$ cat src/rtl/bitcnt_arbiter.sv
// Shared iterative bit-count unit (clz / ctz / cpop) serving two issue lanes.
// Requests are arbitrated round-robin, the operand is scanned STEP bits per
// cycle from the top, and one tagged result is returned per operation.
module bitcnt_arbiter #(
    parameter int XLEN = 32,
    parameter int STEP = 4,
    parameter int TAGW = 5
) (
    input  logic            clk,
    input  logic            rst_n,
    input  logic            flush,
    input  logic            l0_valid,
    output logic            l0_ready,
    input  logic [1:0]      l0_op,
    input  logic [XLEN-1:0] l0_src,
    input  logic [TAGW-1:0] l0_tag,
    input  logic            l1_valid,
    output logic            l1_ready,
    input  logic [1:0]      l1_op,
    input  logic [XLEN-1:0] l1_src,
    input  logic [TAGW-1:0] l1_tag,
    output logic            resp_valid,
    input  logic            resp_ready,
    output logic            resp_lane,
    output logic [TAGW-1:0] resp_tag,
    output logic [XLEN-1:0] resp_result,
    output logic            busy
);

    localparam int NCHUNK = XLEN / STEP;
    localparam int CW     = $clog2(XLEN) + 1;
    localparam int CHW    = (NCHUNK > 1) ? $clog2(NCHUNK) : 1;
    localparam int LZW    = $clog2(STEP) + 1;

    localparam logic [1:0] OP_CLZ  = 2'b00;
    localparam logic [1:0] OP_CTZ  = 2'b01;
    localparam logic [1:0] OP_CPOP = 2'b10;

    typedef enum logic [1:0] {ST_IDLE, ST_RUN, ST_DONE} state_t;

    state_t            state_reg, state_next;
    logic              rr_ptr_reg, rr_ptr_next;
    logic [1:0]        op_reg, op_next;
    logic [TAGW-1:0]   tag_reg, tag_next;
    logic              lane_reg, lane_next;
    logic [XLEN-1:0]   shift_reg, shift_next;
    logic [CW-1:0]     count_reg, count_next;
    logic [CHW-1:0]    chunk_reg, chunk_next;
    logic              resp_valid_reg, resp_valid_next;
    logic              resp_lane_reg, resp_lane_next;
    logic [TAGW-1:0]   resp_tag_reg, resp_tag_next;
    logic [XLEN-1:0]   resp_result_reg, resp_result_next;

    logic              grant_lane;
    logic              accept;
    logic [XLEN-1:0]   sel_src;
    logic [XLEN-1:0]   sel_src_rev;
    logic [1:0]        sel_op;
    logic [STEP-1:0]   chunk_bits;
    logic [LZW-1:0]    chunk_lz;
    logic [LZW-1:0]    chunk_pop;
    logic              chunk_found;
    logic              last_chunk;

    // ctz is computed as clz of the bit-reversed operand
    assign sel_src = grant_lane ? l1_src : l0_src;
    assign sel_op  = grant_lane ? l1_op  : l0_op;
    for (genvar gi = 0; gi < XLEN; gi++) begin : g_rev
        assign sel_src_rev[gi] = sel_src[XLEN-1-gi];
    end

    assign chunk_bits = shift_reg[XLEN-1 -: STEP];
    assign last_chunk = (chunk_reg == CHW'(NCHUNK - 1));

    // Leading-zero count and population count of the chunk under examination
    always_comb begin
        chunk_lz    = '0;
        chunk_pop   = '0;
        chunk_found = 1'b0;
        for (int i = STEP - 1; i >= 0; i--) begin
            chunk_pop = chunk_pop + LZW'(chunk_bits[i]);
            if (!chunk_found) begin
                if (chunk_bits[i]) chunk_found = 1'b1;
                else               chunk_lz    = chunk_lz + LZW'(1);
            end
        end
    end

    // Arbitration, handshakes and next-state logic
    always_comb begin
        state_next       = state_reg;
        rr_ptr_next      = rr_ptr_reg;
        op_next          = op_reg;
        tag_next         = tag_reg;
        lane_next        = lane_reg;
        shift_next       = shift_reg;
        count_next       = count_reg;
        chunk_next       = chunk_reg;
        resp_valid_next  = resp_valid_reg;
        resp_lane_next   = resp_lane_reg;
        resp_tag_next    = resp_tag_reg;
        resp_result_next = resp_result_reg;

        grant_lane = (l0_valid && l1_valid) ? rr_ptr_reg : l1_valid;
        l0_ready   = (state_reg == ST_IDLE) && !flush && l0_valid && !grant_lane;
        l1_ready   = (state_reg == ST_IDLE) && !flush && l1_valid && grant_lane;
        accept     = l0_ready || l1_ready;

        if (flush) begin
            state_next      = ST_IDLE;
            resp_valid_next = 1'b0;
        end else begin
            case (state_reg)
                ST_IDLE: begin
                    if (accept) begin
                        op_next     = sel_op;
                        tag_next    = grant_lane ? l1_tag : l0_tag;
                        lane_next   = grant_lane;
                        shift_next  = (sel_op == OP_CTZ) ? sel_src_rev : sel_src;
                        count_next  = '0;
                        chunk_next  = '0;
                        rr_ptr_next = ~grant_lane;
                        state_next  = ST_RUN;
                    end
                end
                ST_RUN: begin
                    if (op_reg == OP_CLZ || op_reg == OP_CTZ) begin
                        if (chunk_bits != '0) begin
                            count_next = count_reg + CW'(chunk_lz);
                            state_next = ST_DONE;
                        end else begin
                            count_next = count_reg + CW'(STEP);
                            shift_next = shift_reg << STEP;
                            chunk_next = chunk_reg + CHW'(1);
                            if (last_chunk) state_next = ST_DONE;
                        end
                    end else if (op_reg == OP_CPOP) begin
                        count_next = count_reg + CW'(chunk_pop);
                        shift_next = shift_reg << STEP;
                        chunk_next = chunk_reg + CHW'(1);
                        if (last_chunk) state_next = ST_DONE;
                    end else begin
                        // reserved opcode: result stays zero
                        state_next = ST_DONE;
                    end
                end
                ST_DONE: begin
                    if (!resp_valid_reg) begin
                        resp_valid_next  = 1'b1;
                        resp_lane_next   = lane_reg;
                        resp_tag_next    = tag_reg;
                        resp_result_next = {{(XLEN-CW){1'b0}}, count_reg};
                    end else if (resp_ready) begin
                        resp_valid_next = 1'b0;
                        state_next      = ST_IDLE;
                    end
                end
                default: state_next = ST_IDLE;
            endcase
        end
    end

    // State and datapath registers
    always_ff @(posedge clk or negedge rst_n) begin
        if (!rst_n) begin
            state_reg       <= ST_IDLE;
            rr_ptr_reg      <= 1'b0;
            op_reg          <= '0;
            tag_reg         <= '0;
            lane_reg        <= 1'b0;
            shift_reg       <= '0;
            count_reg       <= '0;
            chunk_reg       <= '0;
            resp_valid_reg  <= 1'b0;
            resp_lane_reg   <= 1'b0;
            resp_tag_reg    <= '0;
            resp_result_reg <= '0;
        end else begin
            state_reg       <= state_next;
            rr_ptr_reg      <= rr_ptr_next;
            op_reg          <= op_next;
            tag_reg         <= tag_next;
            lane_reg        <= lane_next;
            shift_reg       <= shift_next;
            count_reg       <= count_next;
            chunk_reg       <= chunk_next;
            resp_valid_reg  <= resp_valid_next;
            resp_lane_reg   <= resp_lane_next;
            resp_tag_reg    <= resp_tag_next;
            resp_result_reg <= resp_result_next;
        end
    end

    assign resp_valid  = resp_valid_reg;
    assign resp_lane   = resp_lane_reg;
    assign resp_tag    = resp_tag_reg;
    assign resp_result = resp_result_reg;
    assign busy        = (state_reg != ST_IDLE);

endmodule

$ cat config.mk
export PLATFORM = sky130hd
export DESIGN_NAME = bitcnt_arbiter
export DESIGN_NICKNAME = d
export VERILOG_FILES = /design/src/rtl/bitcnt_arbiter.sv
export SDC_FILE = /design/constraint.sdc
export NUM_CORES = 1
export LEC_CHECK = 0
export BUFFER_PORTS_ARGS = -buffer_cell sky130_fd_sc_hd__buf_2
export CORE_MARGIN = 1
export CORE_UTILIZATION = 55
export CTS_CLUSTER_DIAMETER = 100
export DETAILED_ROUTE_END_ITERATION = 10
export PLACE_DENSITY = 0.85
export SYNTH_ARGS = -nofsm -noshare
export SYNTH_HDL_FRONTEND = slang
export SYNTH_SLANG_ARGS = --single-unit
export TNS_END_PERCENT = 50
$ cat constraint.sdc
create_clock -name clk -period 5.5 [get_ports clk]
set_input_delay 0.55 -clock clk [delete_from_list [all_inputs] [get_ports clk]]
set_output_delay 0.55 -clock clk [all_outputs]
set_load 0.1 [all_outputs]
# After elaboration in Yosys (flattened, before gate mapping)
# Index checks and enable logic that the tools add are counted.
# word_totals
latch_bits	0
out_inout_bits	42
memories	0
rom_bits	0
input_bits	84
reg_bits	65
ram_bits	0
# op_classes
mux	45
mul	0
n_eq_ne	12
bitwise_logic	3
n_div	0
n_reduce_logical	21
order_cmp	0
add_sub_neg	10
shift	0
# op_table
operator	count
$mux W32	6
$pmux W32 S2	1
$mux W3	10
$mux W6	4
$mux W2	9
$ne A3 B3 Y1 const B	5
$add A3 B1 Y3 const B	4
$add A6 B3 Y6	2
$pmux W6 S2	1
$mux W1	11
$reduce_and A3 Y1	3
$add A6 B3 Y6 const B	1
$eq A2 B1 Y1 const B	3
$logic_and A1 B1 Y1	6
$pmux W2 S3	1
$pmux W3 S2	1
$reduce_bool A2 Y1	3
$mux W5	1
$reduce_and A5 Y1	1
$eq A2 B2 Y1 const B	2
$logic_not A2 Y1	2
$reduce_and A4 Y1	1
$reduce_bool A4 Y1	1
$add A2 B1 Y3	1
other kinds (7)	11

# Logic depth before layout (Yosys ltp)
# logic_depth
depth_word	14
mapped_depth	10

# Least setup slack after synthesis
# OpenSTA, ideal clock, no wires.
# synth_path
path_kind	register -> output
start	register state_reg[0]
end	output l1_ready
path_stages_with_launch	4
t_arrival_ns	3.782
path_buffers	1
slack_ns	1.168
t_required_ns	4.950
path_cell_list	dfrtp_1 > or2_1 > clkbuf_1 > nor3_1
# synth_between
elab_chain_cells	4
# synth_rtl
item	line	rtl
start: declaration	41	state_t state_reg, state_next;
start signal: assignment	179	state_reg <= state_next;
$logic_not A2 Y1	106	l1_ready = (state_reg == ST_IDLE) && !flush && l1_valid && grant_lane;
$logic_and A1 B1 Y1 (3 in a row)	106	
end: declaration	18	output logic l1_ready,
# Every way passes these cells.

# Final worst setup path
# layout_path
start	register rr_ptr_reg
end	output l1_ready
# layout_between
elab_chain_cells	2
# layout_rtl
item	line	rtl
start: declaration	42	logic rr_ptr_reg, rr_ptr_next;
start signal: assignment	180	rr_ptr_reg <= rr_ptr_next;
$mux W1	104	grant_lane = (l0_valid && l1_valid) ? rr_ptr_reg : l1_valid;
$logic_and A1 B1 Y1	106	
# Every way passes these cells.

==> results.cfg <==
[setup_path]
crit_path_start_kind = flip-flop
critPathKind = reg2out
required_ns = 4.95
worstPathArrival_ns = 3.13
cp_max_fo = 23
cp-end-kind = primary output

[die]
die_w_um = 93.9
core-area_mm2 = 0.00818
start_util = 0.568
io_pins = 126
die_y_um = 93.9
num_rows = 33
dieArea_mm2 = 0.00881

[detailed_routing]
remaining_drc_errors = 0
drtPass1Iterations = 4
via_per_inst = 6.10
post_drt_wl_per_cell_um = 16.5
routed_wl_mm = 11.3
num_vias = 4185
drt.antenna.violating_nets = 0
drtIter0Drc = 254

[run_status]
status = finished, final reports clean

[global_routing]
gr-total-overflow = 0
grt_antenna_before_repair = 0
grt_pass1_vias = 3885
grtUsageTotal = 0.269
grt_max_degree = 66
grt_pass1_wl_mm = 18.3

[timing]
relSlewSlack = 0.124
period_needed_ns = 3.68
tns_ns = 0
finalSetupViolations = 0
rsz0062_at_grt = no
slew_viol_final = 0
fmax_mhz = 272
worst_clock_skew_ns = 0.00881
min_period_over_period = 0.668
tightestPinTransition_ns = 1.31
holdWs_ns = 0.359
hold_viol = 0

[placed_design]
hpwl_mm = 7.91
dp_cells = 670
place.gp.congestion = 0.865
io_buffers = 99

[clock_network]
clk_latency_ns = 0.35
clkSinkCount = 65
cts_max_level = 3
cts_root_buf = clkbuf_8
clk_pin_slew_ns = 0.08
cts_setup_buffers = 0
cts_inserted_buffers = 9
cts_resized = 0
cts_tree = done
cts_hold_buffers = 0
clockBufferDepth = 2

[layout]
nFillCells = 695
largest_reg_flops = 32
antenna_cells = 0
final_core_util = 0.640
drive_above_1_share = 0.246
layout.nets = 673
finalNonFillerCells = 686
syn_to_final_growth_pct = 12.7

[synth]
syn_inst = 503
synth_edf_count = 0
netlist.area_leader.share = 0.350
yosysTopAreaCell = dfrtp_1
async_flop_share = 1.00
ys_seq_area_frac = 0.350
synth_area_leaders = dfrtp_1, nand2_1, mux2i_1, a311oi_1, buf_4
ys_warn_count = 0
ys.flop_type = dfrtp_1
avgSynthCellArea_um2 = 9.23
syn_area_mm2 = 0.00464
post_synth_num_cell_types = 52
synth_seq_cells = 65

[pwr]
vdd_drop_max_v = 0.000175
cellPowerDensity_mw_per_mm2 = 499
report.power.total_mw = 2.61
p_leak_nw = 2.57

[job]
drv_cap = 0

[worst_hold_path]
worstHoldPathType = in2async
-- critical path: stages, from the launching register on --
cell      delay, ns
dfrtp_1        0.34
nand2b_1       0.75
nand2_1        0.40
nor3_1         0.72
buf_2          0.56
-- per-stage QoR --
step | cell area, um^2 | setup WS (ns)
global placement | 5000 | 2.05
floorplan | 4740 | 1.17
CTS | 5230 | 1.80
finish | 5230 | 1.82
global route | 5230 | 1.60
detailed placement | 5000 | 1.92
-- worst paths after layout --
path | startpoint | endpoint | slack [ns] | cells past startpoint
min reg2reg | shift_reg[3] | shift_reg[3] | 0.50 | 1
min | rst_n | resp_result[5] | 0.36 | 2
min in group clk | l1_tag[0] | tag_reg[0] | 0.44 | 2
max in group asynchronous | rst_n | resp_valid | 4.60 | 2
max | rr_ptr_reg | l1_ready | 1.82 | 4
max reg2reg | shift_reg[30] | count_reg[5] | 2.55 | 9
-- cells by family after synthesis --
logic type | Yosys count | synth area share
buffers and inverters | 79 | 0.0981
adders and majority gates | 13 | 0.0415
other | 1 | 0.000808
DFF | 65 | 0.350
and+or+nand+nor | 190 | 0.206
muxes | 40 | 0.0903
xor gates and xnor gates | 1 | 0.00189
AOI/OAI and AO/OA | 114 | 0.211
-- cell usage after synthesis, types with 11 or more instances --
cell,count
clkbuf_1,23
a221oi_1,21
inv_1,11
nor2_1,16
buf_2,13
and3b_1,21
o22a_1,19
a221o_1,12
a311oi_1,23
buf_4,26
nor2b_1,11
mux2_2,15
mux2i_1,25
nand2_1,105
dfrtp_1,65
-- metal layers --
metal  global-route usage  vias to the layer above  wire, um
met2                0.441                      181      5550
met3               0.0518                       19       767
met4                0.103                        0       159
li1                     -                     1947         -
met1                0.350                     2038      4830
met5                    0                        -         0
-- report_power, final --
group | total, mW | internal [mW] | switching, mW
sequential | 0.836 | 0.680 | 0.156
clock | 0.459 | 0.268 | 0.191
combinational | 1.31 | 0.444 | 0.870
total | 2.61 | 1.39 | 1.22
-- layout by cell type (no fill, tap or decap), drive strengths merged, types with 2 or more instances in the layout --
cell,synthesis,routed
nor2,16,16
conb,1,26
a2bb2oi,6,6
inv,11,11
mux2i,25,25
mux2,15,15
o2bb2ai,2,2
and3,7,7
a32o,4,4
nor4b,2,2
o21ai,2,2
nand3,6,6
a21oi,5,5
a22o,2,2
o31a,2,2
a31oi,3,3
bufinv,0,2
a211oi,3,3
a221oi,21,21
buf,45,105
fa,4,4
o211ai,3,3
ha,9,9
nor3,5,5
dfrtp,65,65
and3b,21,21
nand2b,7,7
clkinvlp,0,3
nand2,105,105
and2,2,2
a221o,12,12
o22a,19,19
a311oi,23,23
a21o,3,3
nor2b,11,11
clkbuf,23,10
-- area by class of cell --
cell class,count,area (um^2),area share
Sequential cell,65,1630,0.311
Inverter,11,41.3,0.00789
Clock inverter,6,91.3,0.0175
Clock buffer,10,138,0.0263
Timing Repair Buffer,105,541,0.103
Multi-Input combinational cell,384,2660,0.509
Tap cell,105,131,0.0251
Power figures use the tool's default switching activity.
